`src/rtl/clock_prescaler.sv`:
```
// Programmable clock prescaler: divides CLOCK_50 by 2*N_eff, where
// N_eff = max(PRESCALER,1). CLOCK_X is a 50%-duty registered clock and
// TICK is a registered one-cycle strobe in the cycle after each toggle.
module clock_prescaler #(
    parameter int WIDTH = 27
) (
    input  logic             CLOCK_50,
    input  logic             RESET,
    input  logic [WIDTH-1:0] PRESCALER,
    output logic             CLOCK_X,
    output logic             TICK
);

    logic [WIDTH-1:0] count;
    logic [WIDTH-1:0] terminal_count;
    logic             at_terminal;

    // Last count value of a half-period. PRESCALER=0 is treated as 1.
    // The compare is ">=" so a PRESCALER lowered below the running count
    // ends the half-period on the next edge instead of wrapping through
    // the whole counter range.
    always_comb begin
        terminal_count = '0;
        if (PRESCALER != '0) begin
            terminal_count = PRESCALER - 1'b1;
        end
        at_terminal = (count >= terminal_count);
    end

    // Half-period counter, divided clock and toggle strobe; reset wins.
    always_ff @(posedge CLOCK_50) begin
        if (RESET) begin
            count   <= '0;
            CLOCK_X <= 1'b0;
            TICK    <= 1'b0;
        end else if (at_terminal) begin
            count   <= '0;
            CLOCK_X <= ~CLOCK_X;
            TICK    <= 1'b1;
        end else begin
            count   <= count + 1'b1;
            TICK    <= 1'b0;
        end
    end

endmodule

```
`config.mk`:
```
export PLATFORM = sky130hd
export DESIGN_NAME = clock_prescaler
export DESIGN_NICKNAME = d
export VERILOG_FILES = /design/src/rtl/clock_prescaler.sv
export SDC_FILE = /design/constraint.sdc
export NUM_CORES = 1
export LEC_CHECK = 0
export CORE_ASPECT_RATIO = 0.8
export CORE_MARGIN = 2
export CORE_UTILIZATION = 35
export CTS_CLUSTER_DIAMETER = 80
export DETAILED_ROUTE_END_ITERATION = 8
export PLACE_DENSITY = 0.57
export SLEW_MARGIN = 20
export SYNTH_ARGS = -nofsm -noshare
export SYNTH_HDL_FRONTEND = slang
export SYNTH_SLANG_ARGS = --single-unit
```
`constraint.sdc`:
```
create_clock -name CLOCK_50 -period 4.6 [get_ports CLOCK_50]
set_input_delay 1.15 -clock CLOCK_50 [delete_from_list [all_inputs] [get_ports CLOCK_50]]
set_output_delay 1.15 -clock CLOCK_50 [all_outputs]
set_load 0.03 [all_outputs]
```
---- After elaboration in Yosys (flattened, before gate mapping) ----
Index checks and enable logic that the tools add are counted.
word-level totals
  register bits after elaboration ......... 29
  input port bits ......................... 29
cells by class
  $add $sub $neg .......................... 2
  magnitude comparators ................... 1
  muxes and demuxes ....................... 2
  bitwise gates (word level) .............. 1
  reductions and logical operators ........ 2
operators by type and width
  kind                                                count
  adder 27 x 1 -> 27 bit, second input constant       1
  >= comparator 27 bit                                1
  two-way mux 27 bit                                  1
  nonzero test 27 bit                                 1
  subtractor 27 x 1 -> 27 bit, second input constant  1
  OR reduction 2 bit                                  1
  two-way mux 1 bit                                   1
  inverter 1 bit                                      1

---- Logic depth before layout (Yosys ltp) ----
Gate-level depths: netlist (run 1).
  depth after elaboration ................. 4
  mapped depth ............................ 18

---- Worst setup path before layout (run 1) ----
OpenSTA, ideal clock, no wires.
  path kind ............................... in2reg
  start ................................... input PRESCALER[3]
  end ..................................... register count[10]
  library setup time ...................... 0.078 ns
  arrival ................................. 4.814 ns
  required time ........................... 4.522 ns
  setup slack ............................. -0.292 ns
  stages .................................. 16
  buffers on the path ..................... 3
  cell sequence ........................... nor4_4 > nand3_4 > or4_4 > nand2b_4 > or3_1 > buf_6 > and2_1 > ha_1 > nand2b_1 > nand3_1 > a211oi_1 > o311a_1 > or4_1 > clkbuf_1 > clkbuf_1 > nor3_1
between the ends
  cells in the longest elaborated chain, start to end .. 4
RTL lines
  item                                                                RTL line  text
  start: declaration                                                  9         input logic [WIDTH-1:0] PRESCALER,
  subtractor 27 x 1 -> 27 bit or nonzero test 27 bit (tied branches)  25, 24
  two-way mux 27 bit *                                                24        if (PRESCALER != '0) begin
  >= comparator 27 bit *                                              27        at_terminal = (count >= terminal_count);
  OR reduction 2 bit (no source line) *                               n/a
  end signal: assignment                                              41        count <= count + 1'b1;
  end: declaration                                                    14        logic [WIDTH-1:0] count;
Every way passes the cells marked *; elsewhere a longest branch is shown, timed or not.
A chain may end at the register's enable or synchronous reset.

---- Worst setup path in the final report (run 1) ----
  start ................................... input PRESCALER[20]
  end ..................................... register count[1]
The elaborated chain is that of the path after synthesis.

==> metrics.txt, run 1 <==
Critical-path top delay cell or4_4; setup TNS 0 ns; Die W between 90 and 100 um; register area 580.6 um^2; crit path max fanout 7; Initial Util 35.82%; Clock Pin Slew Worst Setup and Hold Paths ~0.060 ns; initial antenna violation count 0; Clock Path Buffers 2; CP max stage delay between 0.6 and 0.7 ns; via count around 2400; setup violators final 0; status complete, no violations; drt initial violations 38; GRT Total Usage 16.61%; first-pass GRT wire length about 10000 um; DRC 0; Num CTS Buffers 5; fill count just under 600; IO Port Bufs 30; startpoint types input pin; RSZ-0062 raised after global routing true; CP Class input pin to flip-flop; Antenna Nets Post-Route 0; H-tree depth 2; Mapped Cells approximately 300; # nets final between 400 and 500; Non-Filler Instances 483; total gr overflow 0; post-route cell area 0.004000 mm^2; synthesized cell area roughly 0.0024 mm^2; Syn Nets about 360; DR pass1 iterations 4; n_diodes 0; drt via density just under 5; leak pwr between 0.0015 and 0.002 uW; Final Skew approximately 0.0043 ns; layout cell share with drive strength beyond 1 between 40% and 50%; Max Slew Vio Count 0; largest net degree at the start of global routing 31; Min-Delay Path Class flip-flop to flip-flop; Yosys reg bits 29; routability cong. between 0.8 and 0.9; Fmax roughly 220 MHz; crit share post-route between 90 and 100%; YS warnings 0; clk sink count 29; max cap viols 0; clk_lat worst skew ~0.28 ns; IO Pins 31; clock root cell clkbuf_8; Final min period about 4.6 ns; final wirelength 6529 um; post-DP HPWL 4461 um; CP Launch Point PRESCALER[20]; Peak VDD IR 0.09256 mV; Critical Path RT about 4.8 ns; FF-to-FF Start count[16]; Hold Buf Count CTS 0; pwr dens 151.1 mW/mm^2; dpl cell area approximately 0.0033 mm^2; core footprint approximately 0.0068 mm^2; Die Y 78.56 um; final worst setup slack about 0.014 ns; Syn Area/Cell around 8 um^2; vias in the first global route roughly 2200; relative slew slack between 60% and 70%; Arr. time, crit path between 4 and 5 ns; area of the multi-input gates roughly 0.0023 mm^2; DIE AREA 0.007636 mm^2; Place WS -0.7260 ns; Unique masters post-synth 37; final core utilization about three fifths; Worst setup EP type flip-flop; crit-path cells buf_6 -> or4_4 -> or3_4 -> nor3_4 -> nand2b_4 -> or3_4 -> buf_8 -> nand2_1 -> ha_4 -> nand4_1 -> nor4_2 -> buf_4 -> nand2_2 -> o311ai_4 -> or4_4 -> buf_12 -> nor3b_2; CTS tree built; worst slew pin tran approximately 0.57 ns; Post-Place Cells 454; FP Rows 27; P&R area growth vs syn 64.45%; Routed WL per cell about 14 um; Final Hold Vio Count 0; register area share after synthesis 23.87%; Hold Path Origin count[0]
## cells in the final DEF, fill, tap and decap left out, types with 2 or more instances in the layout
master and instances:
buf_4 63, xor2_1 30, dfxtp_1 29, nand2_1 23, nor2_1 20, nor3_2 20, xnor2_1 18, nand2_2 15
ha_4 15, ha_1 14, nand3_1 12, clkdlybuf4s50_1 12, nand4_1 10, nor3_4 9, clkbuf_2 8, a21oi_1 7
and3_1 6, clkbuf_8 6, nor3_1 5, clkdlybuf4s15_1 5, nor4_4 4, or4_4 4, nand2_4 4, a21oi_2 4
dlygate4sd2_1 4, nand2b_1 3, nor4_1 3, inv_1 3, o21ai_1 3, buf_8 3, or3_4 2, nand2b_4 2
inv_2 2, nor4_2 2, a211oi_2 2, a21o_1 2, nor2b_1 2, and2_1 2, clkbuf_16 2
## where the power goes
| group | switching (uW) | total (uW) | internal [uW] |
|---|---|---|---|
| sequential | 3.32 | 257 | 254 |
| combinational | 64.3 | 136 | 71.7 |
| clock | 93.2 | 212 | 118 |
## metrics by stage
step	total power [uW]	hold WS, ns
global route	633.7	0.5237
global placement	378.7	0.4748
CTS	597.9	0.4849
detailed placement	380.8	0.4798
finish	604.4	0.4861
floorplan	315.0	0.4419
## kinds of logic after synthesis
group / share of synthesized area (%)
simple gates: 34.57
xor+xnor: 17.28
fa+ha+maj: 14.92
flops: 23.87
compound gates: 5.092
buf+inv: 3.395
mux: 0.8745
## critical path: cells and delay by family
family	cells	cell delay, ns
simple gates	11	2.77
buf+inv	4	0.58
fa+ha+maj	1	0.21
compound gates	1	0.09
## sequential cells by signal (all words and copies together), names as in the netlist
register	cells
count	27
CLOCK_X	1
TICK	1
## final cells by class
cell class | count | share of cell area (%)
clock buffers | 7 | 2.158
multi-input cells | 255 | 58.34
flip-flops and latches | 29 | 14.51
repair buffers | 100 | 21.80
inverters | 5 | 0.4692
well taps | 87 | 2.721
## worst paths after layout
kind	slack, ns	endpoint	depth (start not counted)
max reg2reg	2.34	count[1]	8
max	0.01	count[1]	17
min	0.49	count[0]	1
min reg2reg	0.49	count[0]	1
## Yosys cell counts (all sizes together)
cell / n / area share (%)
inv: 5 / 0.77
or3: 3 / 0.77
mux2: 1 / 0.46
nand2b: 5 / 1.6
xnor2: 18 / 6.5
o311a: 1 / 0.41
and2: 3 / 0.77
a21o: 2 / 0.62
nor3: 34 / 7.2
and4: 1 / 0.36
and3: 6 / 1.5
nor3b: 1 / 0.31
nand2: 42 / 7.2
a21oi: 11 / 2.3
nand4: 10 / 2.6
mux2i: 1 / 0.41
ha: 29 / 15
nor2b: 2 / 0.51
nor2: 20 / 3.1
xor2: 30 / 11
nor4: 9 / 3.5
o311ai: 1 / 0.36
or4: 4 / 1.4
buf: 3 / 1.5
nand3b: 1 / 0.31
dfxtp: 29 / 24
o21ai: 4 / 0.82
clkbuf: 7 / 1.1
nand3: 14 / 3.4
a211oi: 2 / 0.62
## layer usage
layer,up-vias,GRT usage [%],wire length [um]
met1,1082,23.89,3340
li1,1246,-,-
met2,43,25.76,2917
met3,7,1.959,188
met4,0,5.493,82
met5,-,0,0
## what timing repair did
action / 4_1_cts / 5_1_grt
gates cloned: 2 / 2
gates resized for setup: 54 / 78
setup buffers: 13 / 7
pin swaps: 12 / 47
endpoints found under the setup margin: 29 / 28
Note: power is estimated with default switching activity, not from simulation.
==> run 2: changes to the inputs <==
CORE_UTILIZATION = 51   (was 35)
PLACE_DENSITY = 0.77   (was 0.57)
==> metrics.txt, run 2 (synthesized netlist as in run 1, its figures left out) <==
P&R area growth vs syn 59.41% (was 64.45%); final wirelength 8273 um (was 6529 um); crit share post-route 101.8% (was 99.70%); IO Pins 31 (unchanged); layout cell share with drive strength beyond 1 42.86% (was 44.44%); post-DP HPWL 4680 um (was 4461 um); CP Class input pin to flip-flop (unchanged); drt via density 5.789 (was 4.923); initial antenna violation count 0 (unchanged); max reg flops 27 (unchanged); Min-Delay Path Class flip-flop to flip-flop (unchanged); Final Skew 0.003805 ns (was 0.004311 ns); Place WS -0.6700 ns (was -0.7260 ns); setup TNS -0.3399 ns (was 0 ns); DR pass1 iterations 4 (unchanged); Antenna Nets Post-Route 0 (unchanged); worst slew pin tran 0.4407 ns (was 0.5716 ns); switching portion of total power 28.29% (was 26.61%); clk_lat worst skew 0.28 ns (about the same); clock share of power 33.5% (was 35.0%); total gr overflow 0 (unchanged); first-pass GRT wire length 12190 um (was 10330 um); Routed WL per cell 18.02 um (was 13.52 um); max cap viols 0 (unchanged); leak pwr 0.001675 uW (was 0.001621 uW); Critical-path top delay cell or4_4 (unchanged); relative slew slack 70.62% (was 61.89%); IO Port Bufs 30 (unchanged); most frequent cells in the layout buf_4 (63), xor2_1 (30), dfxtp_1 (29), nand2_1 (29), nor2_1 (20) (was buf_4 (63), xor2_1 (30), dfxtp_1 (29), nand2_1 (23)); core footprint 0.004597 mm^2 (was 0.006790 mm^2); setup violators final 9 (was 0); RSZ-0062 raised after global routing true (unchanged); status finished, violations left (was complete, no violations); power share of the combinational group 23.9% (was 22.5%); failing checks setup timing; GRT Total Usage 30.11% (was 16.61%); crit-path cells clkbuf_2 -> nor4_4 -> buf_4 -> nand2b_4 -> or4_4 -> buf_4 -> nor3_1 -> mux2i_1 -> ha_1 -> a21oi_1 -> nor2b_1 -> o21ai_2 -> o311ai_4 -> or4_4 -> buf_6 -> buf_16 -> nor3_1 (was buf_6 -> or4_4 -> or3_4 -> nor3_4 -> nand2b_4 -> or3_4 -> buf_8 -> nand2_1 -> ha_4 -> nand4_1 -> nor4_2 -> buf_4 -> nand2_2 -> o311ai_4 -> or4_4 -> buf_12 -> nor3b_2); DIE AREA 0.005341 mm^2 (was 0.007636 mm^2); drt initial violations 200 (was 38); Top reg by flops count (unchanged); Max Slew Vio Count 0 (unchanged); Peak VDD IR 0.1923 mV (was 0.09256 mV); via count 2657 (was 2378); Num CTS Buffers 5 (unchanged); pwr dens 155.4 mW/mm^2 (was 151.1 mW/mm^2); Final Hold Vio Count 0 (unchanged); CTS tree built (unchanged); clk sink count 29 (unchanged); Worst setup EP type flip-flop (unchanged); Final min period 4.681 ns (was 4.586 ns); Clock Path Buffers 2 (unchanged); # nets final 456 (was 454); Die W 81.21 um (was 97.21 um); most common cell after layout, fill and taps aside buf_4 (unchanged); routability cong. 0.8946 (was 0.8513); clock root cell clkbuf_8 (unchanged); n_diodes 0 (unchanged); largest net degree at the start of global routing 29 (was 31); final worst setup slack -0.08144 ns (was 0.01390 ns); Die Y 65.77 um (was 78.56 um); Fmax 213.6 MHz (was 218.1 MHz); Initial Util 52.91% (was 35.82%); Cell Int Power 432.0 uW (was 443.6 uW); hold_ws 0.4941 ns (was 0.4861 ns); CP max stage delay 0.57 ns (was 0.63 ns); FP Rows 22 (was 27); Clock Pin Slew Worst Setup and Hold Paths 0.06 ns (about the same); crit path max fanout 7 (unchanged); top flop regs count (27), CLOCK_X (1), TICK (1) (unchanged); startpoint types input pin (unchanged); DRC 0 (unchanged); total power 602.5 uW (was 604.4 uW); H-tree depth 2 (unchanged); Flop pwr share 42.6% (was 42.5%); Switch Pwr 170.4 uW (was 160.9 uW); Arr. time, crit path 4.89 ns (was 4.80 ns); Critical Path RT 4.80 ns (was 4.81 ns); vias in the first global route 2630 (was 2212)
## run 2: per-stage QoR
step / instances / instance area, um^2 / utilization [%]
floorplan: 299 / 2569 / -
global placement: 425 / 3221 / 70.06
detailed placement: 425 / 3221 / 70.06
CTS: 454 / 3684 / 80.13
global route: 459 / 3877 / 84.35
finish: 459 / 3877 / 84.35
## run 2: cell type report
cell class	instances	area, um^2
Clock buffer	6	72.57
Tap cell	60	75.07
Timing Repair Buffer	102	893.4
Clock inverter	2	10.01
Sequential cell	29	580.6
Fill cell	233	719.4
Multi-Input combinational cell	255	2227
Inverter	5	18.77
## run 2: final timing paths
kind | from | endpoint | slack, ns | cells past startpoint
max reg2reg | count[24] | count[25] | 2.13 | 9
max | PRESCALER[10] | count[25] | -0.08 | 17
min reg2reg | count[0] | count[0] | 0.49 | 1
min | count[0] | count[0] | 0.49 | 1
## run 2: power by group through the flow
| stage | combinational (uW) | clock (uW) | sequential (uW) |
|---|---|---|---|
| floorplan | 53.9 | 0 | 261 |
| global placement | 116 | 0 | 262 |
| detailed placement | 119 | 0 | 262 |
| CTS | 124 | 199 | 256 |
| global route | 154 | 211 | 257 |
| finish | 144 | 202 | 257 |
## run 2: routing by layer
layer	global-route usage, %	vias up	share of wire (%)
met5	0	-	0
met4	13.56	0	3.7
met3	4.918	35	5.7
met2	52.38	114	49
met1	36.33	1250	42
li1	-	1258	-
## run 2: worst max-delay path: cells and delay by family
| family | cells | cell delay, ns |
|---|---|---|
| AOI/OAI and AO/OA | 3 | 0.53 |
| adders and majority gates | 1 | 0.30 |
| buffers and inverters | 5 | 0.76 |
| muxes | 1 | 0.26 |
| and+or+nand+nor | 7 | 1.89 |
## run 2: repair_timing
action	CTS	global route
gates resized for setup	67	62
buffers inserted	16	7
hold buffers	0	0
gates cloned	5	0
pin swaps	16	25
setup endpoints to repair	29	28
==> run 3: changes to the inputs <==
CORE_MARGIN = unset   (was 2)
PLACE_DENSITY = 0.84   (was 0.77)
==> metrics.txt, run 3 (synthesized netlist as in run 1, its figures left out) <==
Non-Filler Instances 465 (was 459); Routed WL per cell 21.51 um (was 18.02 um); crit share post-route 105.3% (was 101.8%); status finished, violations left (unchanged); first-pass GRT wire length 12840 um (was 12190 um); post-DP HPWL 4590 um (was 4680 um); Num CTS Buffers 5 (unchanged); FF-to-FF Start count[0] (was count[24]); most common cell after layout, fill and taps aside buf_4 (unchanged); Final Hold Vio Count 0 (unchanged); Switch Pwr 182.7 uW (was 170.4 uW); switching portion of total power 28.21% (was 28.29%); Worst Hold End count[0] (unchanged); Hold Buf Count CTS 0 (unchanged); RSZ-0062 raised after global routing true (unchanged); Register-to-Register Path Depth 9 (unchanged); fill count 224 (was 233); top flop regs count (27), CLOCK_X (1), TICK (1) (unchanged); Top reg by flops count (unchanged); most frequent cells in the layout buf_4 (72), xor2_1 (30), dfxtp_1 (29), nand2_1 (29) (was buf_4 (63), xor2_1 (30), dfxtp_1 (29), nand2_1 (29), nor2_1 (20)); DRC 1 (was 0); Final min period 4.843 ns (was 4.681 ns); failing checks DRC, setup timing (was setup timing); CP Class input pin to flip-flop (unchanged); CP Depth 17 (unchanged); Critical-path top delay cell or4_4 (unchanged); IO Pins 31 (unchanged); DR pass1 iterations 7 (was 4); Worst setup EP type flip-flop (unchanged); clk sink count 29 (unchanged); relative slew slack 62.01% (was 70.62%); routability cong. 0.8535 (was 0.8946); clk_lat worst skew 0.29 ns (was 0.28 ns); # nets final 462 (was 456); initial antenna violation count 0 (unchanged); vias in the first global route 2754 (was 2630); IO Port Bufs 30 (unchanged); FP Rows 22 (unchanged); Cell Int Power 464.9 uW (was 432.0 uW); Antenna Nets Post-Route 0 (unchanged); drt initial violations 311 (was 200); Clock Pin Slew Worst Setup and Hold Paths 0.06 ns (about the same); P&R area growth vs syn 64.51% (was 59.41%); final worst setup slack -0.2433 ns (was -0.08144 ns); crit path max fanout 7 (unchanged); startpoint types input pin (unchanged); max reg flops 27 (unchanged); CTS tree built (unchanged); clock root cell clkbuf_8 (unchanged); crit-path leading delay family simple AND/OR/NAND/NOR gates (unchanged); max cap viols 0 (unchanged); Post-Place Cells 429 (was 425); Fmax 206.5 MHz (was 213.6 MHz); GRT Total Usage 33.37% (was 30.11%); final wirelength 10000 um (was 8273 um); Arr. time, crit path 5.05 ns (was 4.89 ns); Clock Path Buffers 2 (unchanged); Critical Path RT 4.81 ns (was 4.80 ns); Hold Crit Depth 1 (unchanged); DIE AREA 0.005051 mm^2 (was 0.005341 mm^2); worst slew pin tran 0.5698 ns (was 0.4407 ns); Die Y 63.77 um (was 65.77 um); largest net degree at the start of global routing 28 (was 29); FF-to-FF setup slack 2.09 ns (was 2.13 ns); crit-path cells clkbuf_2 -> nor4_4 -> buf_4 -> nand3_4 -> or4_4 -> nand2b_4 -> or3_4 -> buf_12 -> and2_4 -> ha_4 -> nand2b_4 -> nand3_2 -> a211oi_2 -> o311a_1 -> or4_4 -> buf_12 -> nor3_1 (was clkbuf_2 -> nor4_4 -> buf_4 -> nand2b_4 -> or4_4 -> buf_4 -> nor3_1 -> mux2i_1 -> ha_1 -> a21oi_1 -> nor2b_1 -> o21ai_2 -> o311ai_4 -> or4_4 -> buf_6 -> buf_16 -> nor3_1); Final Skew 0.004039 ns (was 0.003805 ns); setup violators final 28 (was 9); H-tree depth 2 (unchanged); via count 2938 (was 2657); Worst Path Buf+Inv 4 (was 5); register area 580.6 um^2 (unchanged); drt via density 6.318 (was 5.789); Flop pwr share 39.7% (was 42.6%); Min-Delay Path Class flip-flop to flip-flop (unchanged); leak pwr 0.001742 uW (was 0.001675 uW); pwr dens 161.8 mW/mm^2 (was 155.4 mW/mm^2); area of the multi-input gates 0.002317 mm^2 (was 0.002227 mm^2); worst reg2reg path endpoint count[12] (was count[25]); n_diodes 0 (unchanged); total power 647.5 uW (was 602.5 uW); Die W 79.21 um (was 81.21 um); total gr overflow 0 (unchanged); Hold Path Origin count[0] (unchanged); clock share of power 36.5% (was 33.5%); Peak VDD IR 0.2365 mV (was 0.1923 mV); Initial Util 52.91% (unchanged); power share of the combinational group 23.8% (was 23.9%); hold_ws 0.5260 ns (was 0.4941 ns); CP max stage delay 0.62 ns (was 0.57 ns); layout cell share with drive strength beyond 1 45.19% (was 42.86%); core footprint 0.004597 mm^2 (unchanged); Max Slew Vio Count 0 (unchanged)
-- run 3: cell count changes in the layout (fill, tap and decap cells not counted), moves of 3 or more --
cell     before  now
nor3_4        4   14
nor3_1       13    7
buf_16        4    1
buf_4        63   72
nor3_2       17   13
a21oi_2       6    2
a21oi_1       5    9
-- run 3: layout make-up --
class / count / share of cell area, %
Clock buffer: 7 / 2.408
Tap cell: 60 / 1.876
Clock inverter: 1 / 0.1251
Multi-Input combinational cell: 255 / 57.91
Timing Repair Buffer: 108 / 22.70
Inverter: 5 / 0.4690
Sequential cell: 29 / 14.51
-- run 3: per-layer routing --
layer	wire [um]	vias up	track usage, %
li1	-	1281	-
met5	0	-	0
met1	3747	1403	36.37
met4	598	0	20.68
met2	4980	194	60.02
met3	675	60	5.429
-- run 3: worst max-delay path by stage --
stage             startpoint        end
2_1_floorplan   PRESCALER[4]  count[10]
3_3_place_gp   PRESCALER[18]    CLOCK_X
3_5_place_dp   PRESCALER[18]    CLOCK_X
4_1_cts        PRESCALER[20]   count[6]
5_1_grt         PRESCALER[6]  count[19]
6_report        PRESCALER[6]  count[12]
-- run 3: stage by stage --
step / util [%] / setup WS, ns / instance area [um^2] / setup TNS [ns]
finish: 87.04 / -0.2433 / 4001 / -5.339
detailed placement: 70.44 / -0.7266 / 3238 / -18.46
floorplan: - / -0.1386 / 2569 / -2.637
global placement: 70.44 / -0.6091 / 3238 / -15.48
global route: 87.04 / -0.3006 / 4001 / -6.750
CTS: 81.82 / -0.1265 / 3761 / -2.358
-- run 3: power groups by stage --
stage,Combinational [uW],Sequential (uW),Clock (uW)
6_report,154,257,236
5_1_grt,162,257,246
3_3_place_gp,115,262,0
3_5_place_dp,118,262,0
4_1_cts,125,257,234
2_1_floorplan,53.9,261,0
-- run 3: worst reg2reg max path: stages, from the launching register on --
cell	delay (ns)
dfxtp_1	0.41
inv_1	0.14
ha_4	0.24
nand2b_4	0.14
nand3_2	0.07
a211oi_2	0.07
o311a_1	0.40
or4_4	0.62
buf_12	0.19
nor3_1	0.16
-- run 3: repair_timing --
action                     in CTS  in global routing
setup buffers                  21                 11
setup endpoints to repair      29                 29
pin swaps                      14                 49
resized for setup              65                 91
cloned                          4                  0
